==> config.mk <==
export PLATFORM = sky130hd
export DESIGN_NAME = mul_top
export DESIGN_NICKNAME = d
export VERILOG_FILES = /design/src/rtl/mul_pkg.sv /design/src/rtl/mul_cond_neg.sv /design/src/rtl/mul_top.sv
export SDC_FILE = /design/constraint.sdc
export NUM_CORES = 1
export LEC_CHECK = 0
export ABC_AREA = 1
export BUFFER_PORTS_ARGS = -buffer_cell sky130_fd_sc_hd__buf_4
export CORE_MARGIN = 2
export CORE_UTILIZATION = 58
export DETAILED_ROUTE_END_ITERATION = 10
export PLACE_DENSITY = 0.88
export SLEW_MARGIN = 0
export SYNTH_ARGS = -nofsm -noshare
export SYNTH_HDL_FRONTEND = slang
export SYNTH_HIERARCHICAL = 1
export SYNTH_SLANG_ARGS = --single-unit
==> constraint.sdc <==
create_clock -name clk -period 2.7 [get_ports clk]
set_input_delay 0.81 -clock clk [delete_from_list [all_inputs] [get_ports clk]]
set_output_delay 0.81 -clock clk [all_outputs]
set_load 0.02 [all_outputs]
==> src/rtl/mul_pkg.sv <==
`default_nettype none
// ---- mul_pkg: state encoding and width helpers for the sequential multiplier ----
// ---- rev 1.0 ----
package mul_pkg;

  typedef enum logic [1:0] {
    IDLE = 2'd0,
    RUN  = 2'd1,
    DONE = 2'd2
  } mul_state_t;

  // Product and iteration-counter widths derived from the operand width.
  function automatic int prod_w(input int w);
    return 2 * w;
  endfunction

  function automatic int cnt_w(input int w);
    return $clog2(w + 1);
  endfunction

endpackage
`default_nettype wire

==> src/rtl/mul_cond_neg.sv <==
`default_nettype none
// ---- mul_cond_neg: combinational conditional two's-complement negate ----
// ---- rev 1.0 ----
module mul_cond_neg
  import mul_pkg::*;
#(
  parameter int w = 6
) (
  input  logic [w-1:0] in_val,
  input  logic         neg,
  output logic [w-1:0] out_val
);

  assign out_val = neg ? (~in_val + w'(1)) : in_val;

endmodule
`default_nettype wire

==> src/rtl/mul_top.sv <==
`default_nettype none
// ---- mul_top: shift-add multiplier, one multiplier bit per clock; MUL_SIGNED_EN adds signed operands ----
// ---- rev 1.0 ----
module mul_top
  import mul_pkg::*;
#(
  parameter int width = 6
) (
  input  logic                   clk,
  input  logic                   rst_n,
  input  logic                   start,
  input  logic                   sign,
  input  logic [width-1:0]       multiplicand,
  input  logic [width-1:0]       multiplier,
  output logic [2*width-1:0]     product,
  output logic                   ready,
  output logic                   done
);

  localparam int PROD_W = prod_w(width);
  localparam int CNT_W  = cnt_w(width);

  mul_state_t        state;
  logic [PROD_W-1:0] a_mag;
  logic [PROD_W-1:0] acc;
  logic [PROD_W-1:0] acc_next;
  logic [PROD_W-1:0] prod_fix;
  logic [width-1:0]  b_mag;
  logic [width-1:0]  a_in_mag;
  logic [width-1:0]  b_in_mag;
  logic [CNT_W-1:0]  count;
  logic              neg;
  logic              neg_in;

`ifdef MUL_SIGNED_EN
  assign neg_in = sign & (multiplicand[width-1] ^ multiplier[width-1]);

  mul_cond_neg #(.w(width)) u_neg_a (
    .in_val  (multiplicand),
    .neg     (sign & multiplicand[width-1]),
    .out_val (a_in_mag)
  );

  mul_cond_neg #(.w(width)) u_neg_b (
    .in_val  (multiplier),
    .neg     (sign & multiplier[width-1]),
    .out_val (b_in_mag)
  );

  mul_cond_neg #(.w(PROD_W)) u_neg_p (
    .in_val  (acc_next),
    .neg     (neg),
    .out_val (prod_fix)
  );
`else
  logic [1:0] unused_bits;
  assign unused_bits = {sign, neg};
  assign neg_in      = 1'b0;
  assign a_in_mag    = multiplicand;
  assign b_in_mag    = multiplier;
  assign prod_fix    = acc_next;
`endif

  // Magnitudes are bounded by 2^(width-1) or 2^width-1, so the sum never carries out.
  assign acc_next = acc + (b_mag[0] ? a_mag : '0);
  assign ready    = (state != RUN);

  always_ff @(posedge clk or negedge rst_n) begin
    if (!rst_n) begin
      state   <= IDLE;
      a_mag   <= '0;
      b_mag   <= '0;
      acc     <= '0;
      count   <= '0;
      neg     <= 1'b0;
      product <= '0;
      done    <= 1'b0;
    end else begin
      case (state)
        IDLE, DONE: begin
          done <= 1'b0;
          if (start) begin
            a_mag <= {{width{1'b0}}, a_in_mag};
            b_mag <= b_in_mag;
            neg   <= neg_in;
            acc   <= '0;
            count <= CNT_W'(width);
            state <= RUN;
          end else begin
            state <= IDLE;
          end
        end
        RUN: begin
          acc   <= acc_next;
          a_mag <= a_mag << 1;
          b_mag <= b_mag >> 1;
          count <= count - CNT_W'(1);
          if (count == CNT_W'(1)) begin
            product <= prod_fix;
            done    <= 1'b1;
            state   <= DONE;
          end
        end
        default: state <= IDLE;
      endcase
    end
  end

endmodule
`default_nettype wire

==> impl_metrics.json, run 1 <==
{
  "die-area_mm2": 0.00518,
  "p_per_area_mw_per_mm2": 1370,
  "start_util_pct": 60.7,
  "dr.pass1.iters": 4,
  "viasPerCell": 5.20,
  "post_cts_resized": 0,
  "hp-class": "register to register",
  "period_needed_ns": 2.19,
  "numCtsBuffers": 5,
  "grt_use_total_pct": 23.5,
  "synthCells": 330,
  "grt_max_degree": 49,
  "synth_cell_types": 31,
  "cp-end-kind": "register",
  "dieWidth_um": 71.9,
  "htree_levels": 2,
  "die_h_um": 71.9,
  "cp.arrival_ns": 2.44,
  "avgRoutedWirePerCell_um": 12.7,
  "netlist_area_mm2": 0.00268,
  "num_vias": 2128,
  "slew_viol_final": 0,
  "drc": 0,
  "relSlewSlack_pct": 60.7,
  "dp_hpwl_mm": 3.79,
  "synth_area_per_cell_um2": 8.11,
  "ys_warn_count": 6,
  "clockRootBuffer": "clkbuf_8",
  "critical_path_class": "register to register",
  "coreArea_mm2": 0.00441,
  "drive_above_1_share_pct": 14.8,
  "routed_wl_mm": 5.19,
  "io-pin-count": 30,
  "finalHoldViolations": 0,
  "grt_pass1_vias": 2105,
  "post_cts_buffers": 0,
  "ant_nets": 0,
  "cts_tree": "built",
  "n_antenna_cell": 0,
  "antenna_found_initial": 0,
  "grt_pass1_wl_mm": 9.56,
  "first_iter_violations": 162,
  "clk_latency_ns": 0.31,
  "cts_buffer_depth": 2,
  "finalCritPeriodShare_pct": 81.3,
  "grt_remaining_overflow": 0,
  "cp.required_ns": 2.95,
  "portBuffers": 28,
  "status": "completed",
  "hold_buffers": 0,
  "synth-seq-cells": 48,
  "syn2layout_area_growth_pct": 13.2,
  "fin_util_pct": 68.7,
  "cp-start-kind": "register",
  "globalplace.congestion": 0.856,
  "fin_setup_tns_ns": 0,
  "clk_pin_slew_ns": 0.09,
  "max_slew.worst_pin.slew_ns": 0.589,
  "clkSinkCount": 48,
  "rsz0062_at_grt": "false",
  "setup_viol": 0,
  "r2r_slack_ns": 0.51,
  "ir_worst_vdd_mv": 0.911,
  "ys_seq_area_share_pct": 44.9,
  "finalClockSkew_ns": 0.00938,
  "syn_nets": 360,
  "num_rows": 24,
  "nets": 387,
  "p_leak_nw": 1.69,
  "fmax_mhz": 456,
  "critPathMaxFanout": 13,
  "maxCapViolations": 0
}
logic make-up (layout without fill, tap and decap cells):
logic type                 Yosys count  count (layout)  synth area share (%)
buffers and inverters               68              95                  10.6
adders and majority gates           14              14                  6.82
AOI/OAI and AO/OA                   39              39                  11.1
and+or+nand+nor                    155             155                  24.6
xor gates and xnor gates             6               6                  1.96
DFF                                 48              48                  44.9
final timing paths:
kind                                  start           to  depth (start not counted)
worst max register to register     b_mag[0]   product[6]                         11
max in group asynchronous             rst_n  product[11]                          1
worst min-delay path            product[10]  product[10]                          2
worst min register to register  product[10]  product[10]                          2
worst max-delay path               b_mag[0]   product[6]                         11
min in group asynchronous             rst_n     a_mag[3]                          1
through the flow:
step	hold WS [ns]	cell area, um2	power, mW	cells	worst slack, ns
floorplan	0.455	2680	3.05	330	0.708
global placement	0.464	2900	3.46	402	0.623
detailed placement	0.467	2900	3.56	402	0.558
CTS	0.489	3030	4.16	409	0.523
global route	0.496	3030	4.55	409	0.236
finish	0.485	3030	4.14	409	0.506
worst max-delay path: stages (launching register included):
cell	delay, ns
dfrtp_1	0.62
nand2_1	0.10
inv_1	0.07
ha_1	0.19
inv_1	0.07
fa_1	0.43
nor2_1	0.15
nor2_1	0.07
o21ai_1	0.13
or2_1	0.14
nand3_1	0.09
nand2_1	0.07
state kept, by name, summed over array words and instances, names as in the netlist:
signal and cells:
state 2, product 12, done 1, acc 12, count 3, a_mag 12
b_mag 6
cell type report:
class / count / area (um2)
inverter: 58 / 218
multi-input combinational: 214 / 1190
sequential: 48 / 1200
clock buffer: 5 / 68.8
timing repair buffer: 30 / 225
fill: 355 / 1380
tap: 52 / 65.1
clock inverter: 2 / 60.1
synthesized netlist by cell type:
cell | number | area (um2)
nor2_8 | 1 | 20.0
a221oi_1 | 1 | 8.76
ha_1 | 13 | 163
inv_1 | 54 | 203
nand3_2 | 1 | 10.0
buf_6 | 2 | 22.5
buf_2 | 5 | 25.0
buf_4 | 2 | 15.0
nand4_1 | 3 | 18.8
nor3_1 | 10 | 50.1
o22ai_1 | 6 | 37.5
o21ai_0 | 8 | 40.0
nand2_2 | 1 | 6.26
o211ai_1 | 1 | 7.51
xor2_1 | 4 | 35.0
o21ai_2 | 1 | 8.76
nand2_1 | 106 | 398
clkbuf_1 | 1 | 3.75
xnor2_1 | 2 | 17.5
inv_2 | 4 | 15.0
nand3_1 | 18 | 90.1
o21ai_1 | 8 | 40.0
a211oi_1 | 1 | 7.51
a221oi_2 | 8 | 120
a21boi_0 | 1 | 7.51
nor2_1 | 12 | 45.0
a21oi_1 | 4 | 20.0
or2_1 | 1 | 6.26
nand3b_1 | 2 | 15.0
fa_1 | 1 | 20.0
dfrtp_1 | 48 | 1200
cells in the final DEF (no fill, tap or decap), drive strengths merged, types with 2 or more instances in the layout:
cell,count
a21oi,4
a221oi,9
buf,30
bufinv,2
clkbuf,5
dfrtp,48
ha,13
inv,58
nand2,107
nand3,19
nand3b,2
nand4,3
nor2,13
nor3,10
o21ai,17
o22ai,6
xnor2,2
xor2,4
per-layer routing:
layer	wire (um)	part of all wire [%]	track usage [%]	up-vias
met4	31	0.60	6.92	0
met2	2580	50	39.8	54
li1	-	-	-	1102
met5	0	0	0	-
met3	240	4.6	3.89	4
met1	2340	45	31.3	968
where the power goes:
group / total, mW / switching [mW] / internal, mW
Sequential: 1.25 / 0.195 / 1.06
Combinational: 2.29 / 1.44 / 0.843
Clock: 0.604 / 0.240 / 0.365
Power figures use the tool's default switching activity.
==> inputs of run 2 (changes only) <==
- CORE_UTILIZATION: 58 -> 53
- PLACE_DENSITY: 0.88 -> 0.85
- clock period: 2.7 -> 1.8 ns (I/O delays scaled with it)
==> run 2 against run 1 <==
The flow now finishes with violations (negative setup slack). Sequential share of layout area fell by 5.4 points. Critical path depth stayed put. Clock power is 51% higher. Sequential cell count stayed put. Critical path type unchanged.
==> impl_metrics.json, run 2 (synthesis gave the netlist of run 1 again) <==
{
  "status": "finished with violations",
  "violations": "negative setup slack",
  "final_area_mm2": 0.00351,
  "cp-end-kind": "register",
  "setup_viol": 15,
  "start_util_pct": 55.9,
  "cp-start-kind": "register",
  "r2r_start": "b_mag[0]",
  "hold_buffers": 0,
  "place_ws_ns": -0.149,
  "critical_path_class": "register to register",
  "viasPerCell": 5.49,
  "ir_worst_vdd_mv": 1.39,
  "dr.pass1.iters": 5,
  "fin_setup_tns_ns": -0.689,
  "r2r_slack_ns": -0.08,
  "place_inst": 431,
  "cts_tree": "built",
  "relSlewSlack_pct": 59.7,
  "grt_remaining_overflow": 0,
  "numCtsBuffers": 5,
  "grt_use_met3_pct": 5.35,
  "clockRootBuffer": "clkbuf_8",
  "r2r-end": "acc[5]",
  "drc": 0,
  "grt_pass1_wl_mm": 10.1,
  "hold_ws_ns": 0.230,
  "die_h_um": 75.1,
  "dpl-instance-area_mm2": 0.00303,
  "n_antenna_cell": 0,
  "max_slew.worst_pin.slew_ns": 0.605,
  "coreArea_mm2": 0.00479,
  "p_total_mw": 7.88,
  "cp.required_ns": 2.05,
  "crit_path_max_incr_delay_ns": 0.45,
  "dieWidth_um": 75.1,
  "final_common_cell": "nand2_1",
  "clkSinkCount": 48,
  "cts_buffer_depth": 2,
  "routed_wl_mm": 6.85,
  "fmax_mhz": 533,
  "biggestRegsByFlops": "a_mag: 12 flops, acc: 12 flops, product: 12 flops",
  "finalClockSkew_ns": 0.0102,
  "globalplace.congestion": 0.911,
  "grt_max_degree": 49,
  "p_per_area_mw_per_mm2": 2250,
  "finalCritPeriodShare_pct": 104,
  "fin_util_pct": 73.3,
  "rsz0062_at_grt": "true",
  "setup_ws_ns": -0.0758,
  "crit_chain": "buf_4 > nand2_2 > inv_1 > ha_1 > nand3_1 > nand3_4 > nand2_1 > nand2_2 > xor2_2 > nand2_1 > nand2_1",
  "critical_path.top_delay_family": "simple AND/OR/NAND/NOR gates",
  "dp_hpwl_mm": 4.15,
  "finalHoldViolations": 0,
  "portBuffers": 28,
  "drive_above_1_share_pct": 35.1,
  "top_usage_layer": "met2",
  "maxCapViolations": 0,
  "io-pin-count": 30,
  "grt_use_total_pct": 23.8,
  "avgRoutedWirePerCell_um": 15.5,
  "p_leak_nw": 1.79,
  "met1_usage_pct": 28.9,
  "num_rows": 25,
  "crit_slowest_cell": "dfrtp_2",
  "antenna_found_initial": 0,
  "finalNonFillerCells": 443,
  "hp-class": "input port to async pin",
  "num_vias": 2432,
  "worst_path_most_repeated_cell": "nand2_1",
  "clk_pin_slew_ns": 0.09,
  "cp.arrival_ns": 2.12,
  "slew_viol_final": 0,
  "die-area_mm2": 0.00564,
  "syn2layout_area_growth_pct": 31.0,
  "cp.buffers_inverters": 2,
  "grtUsageMet2_pct": 40.4,
  "critPathMaxFanout": 5,
  "ant_nets": 0,
  "layout_common_cells": "nand2_1 (83), buf_4 (48), dfrtp_1 (47)",
  "grt_pass1_vias": 2341,
  "clk_latency_ns": 0.31,
  "critPathLaunch": "b_mag[0]",
  "htree_levels": 2,
  "nets": 406,
  "ff2ff_path_depth": 11,
  "period_needed_ns": 1.88,
  "first_iter_violations": 174
}
==> run 2: changes by cell type in the layout (fill, tap and decap cells not counted), sizes merged <==
cell,change
buf,+19
==> run 2: how the worst max path moves through the flow <==
| stage | slack [ns] | cells after the start | end |
|---|---|---|---|
| finish | -0.08 | 11 | acc[5] |
| global placement | -0.04 | 9 | product[6] |
| CTS | -0.04 | 11 | product[6] |
| detailed placement | -0.15 | 11 | product[7] |
| global route | -0.18 | 11 | product[6] |
| floorplan | 0.01 | 12 | acc[6] |
==> run 2: cell type report <==
class / count / area [um2]
clock buffer: 5 / 68.8
timing repair buffer: 49 / 372
multi-input combinational: 214 / 1500
clock inverter: 2 / 60.1
sequential: 48 / 1200
inverter: 58 / 218
tap: 67 / 83.8
fill: 352 / 1280
==> run 2: routing by layer <==
metal  routed length [um]  share of wire [%]
met2                 3550                 52
met3                  451                6.6
met5                    0                  0
met1                 2690                 39
met4                  160                2.3
==> run 2: repair_timing <==
item / in CTS / in global routing
setup buffers: 2 / 3
resized for setup: 19 / 54
endpoints found under the setup margin: 15 / 16
cloned: 0 / 0
pin swaps: 8 / 20
==> run 2: worst register-to-register path, cell delays in order, from the launching register on <==
cell and delay [ns]:
dfrtp_2 0.45, buf_4 0.15, nand2_2 0.07, inv_1 0.05
ha_1 0.28, nand3_1 0.14, nand3_4 0.13, nand2_1 0.10
nand2_2 0.07, xor2_2 0.22, nand2_1 0.09, nand2_1 0.07
==> run 2: power breakdown <==
| group | switching, mW | total, mW | leakage, nW | internal, mW |
|---|---|---|---|---|
| clock | 0.363 | 0.910 | 0.0642 | 0.547 |
| combinational | 2.96 | 5.05 | 1.13 | 2.09 |
| sequential | 0.331 | 1.92 | 0.592 | 1.59 |
| total | 3.66 | 7.88 | 1.79 | 4.22 |
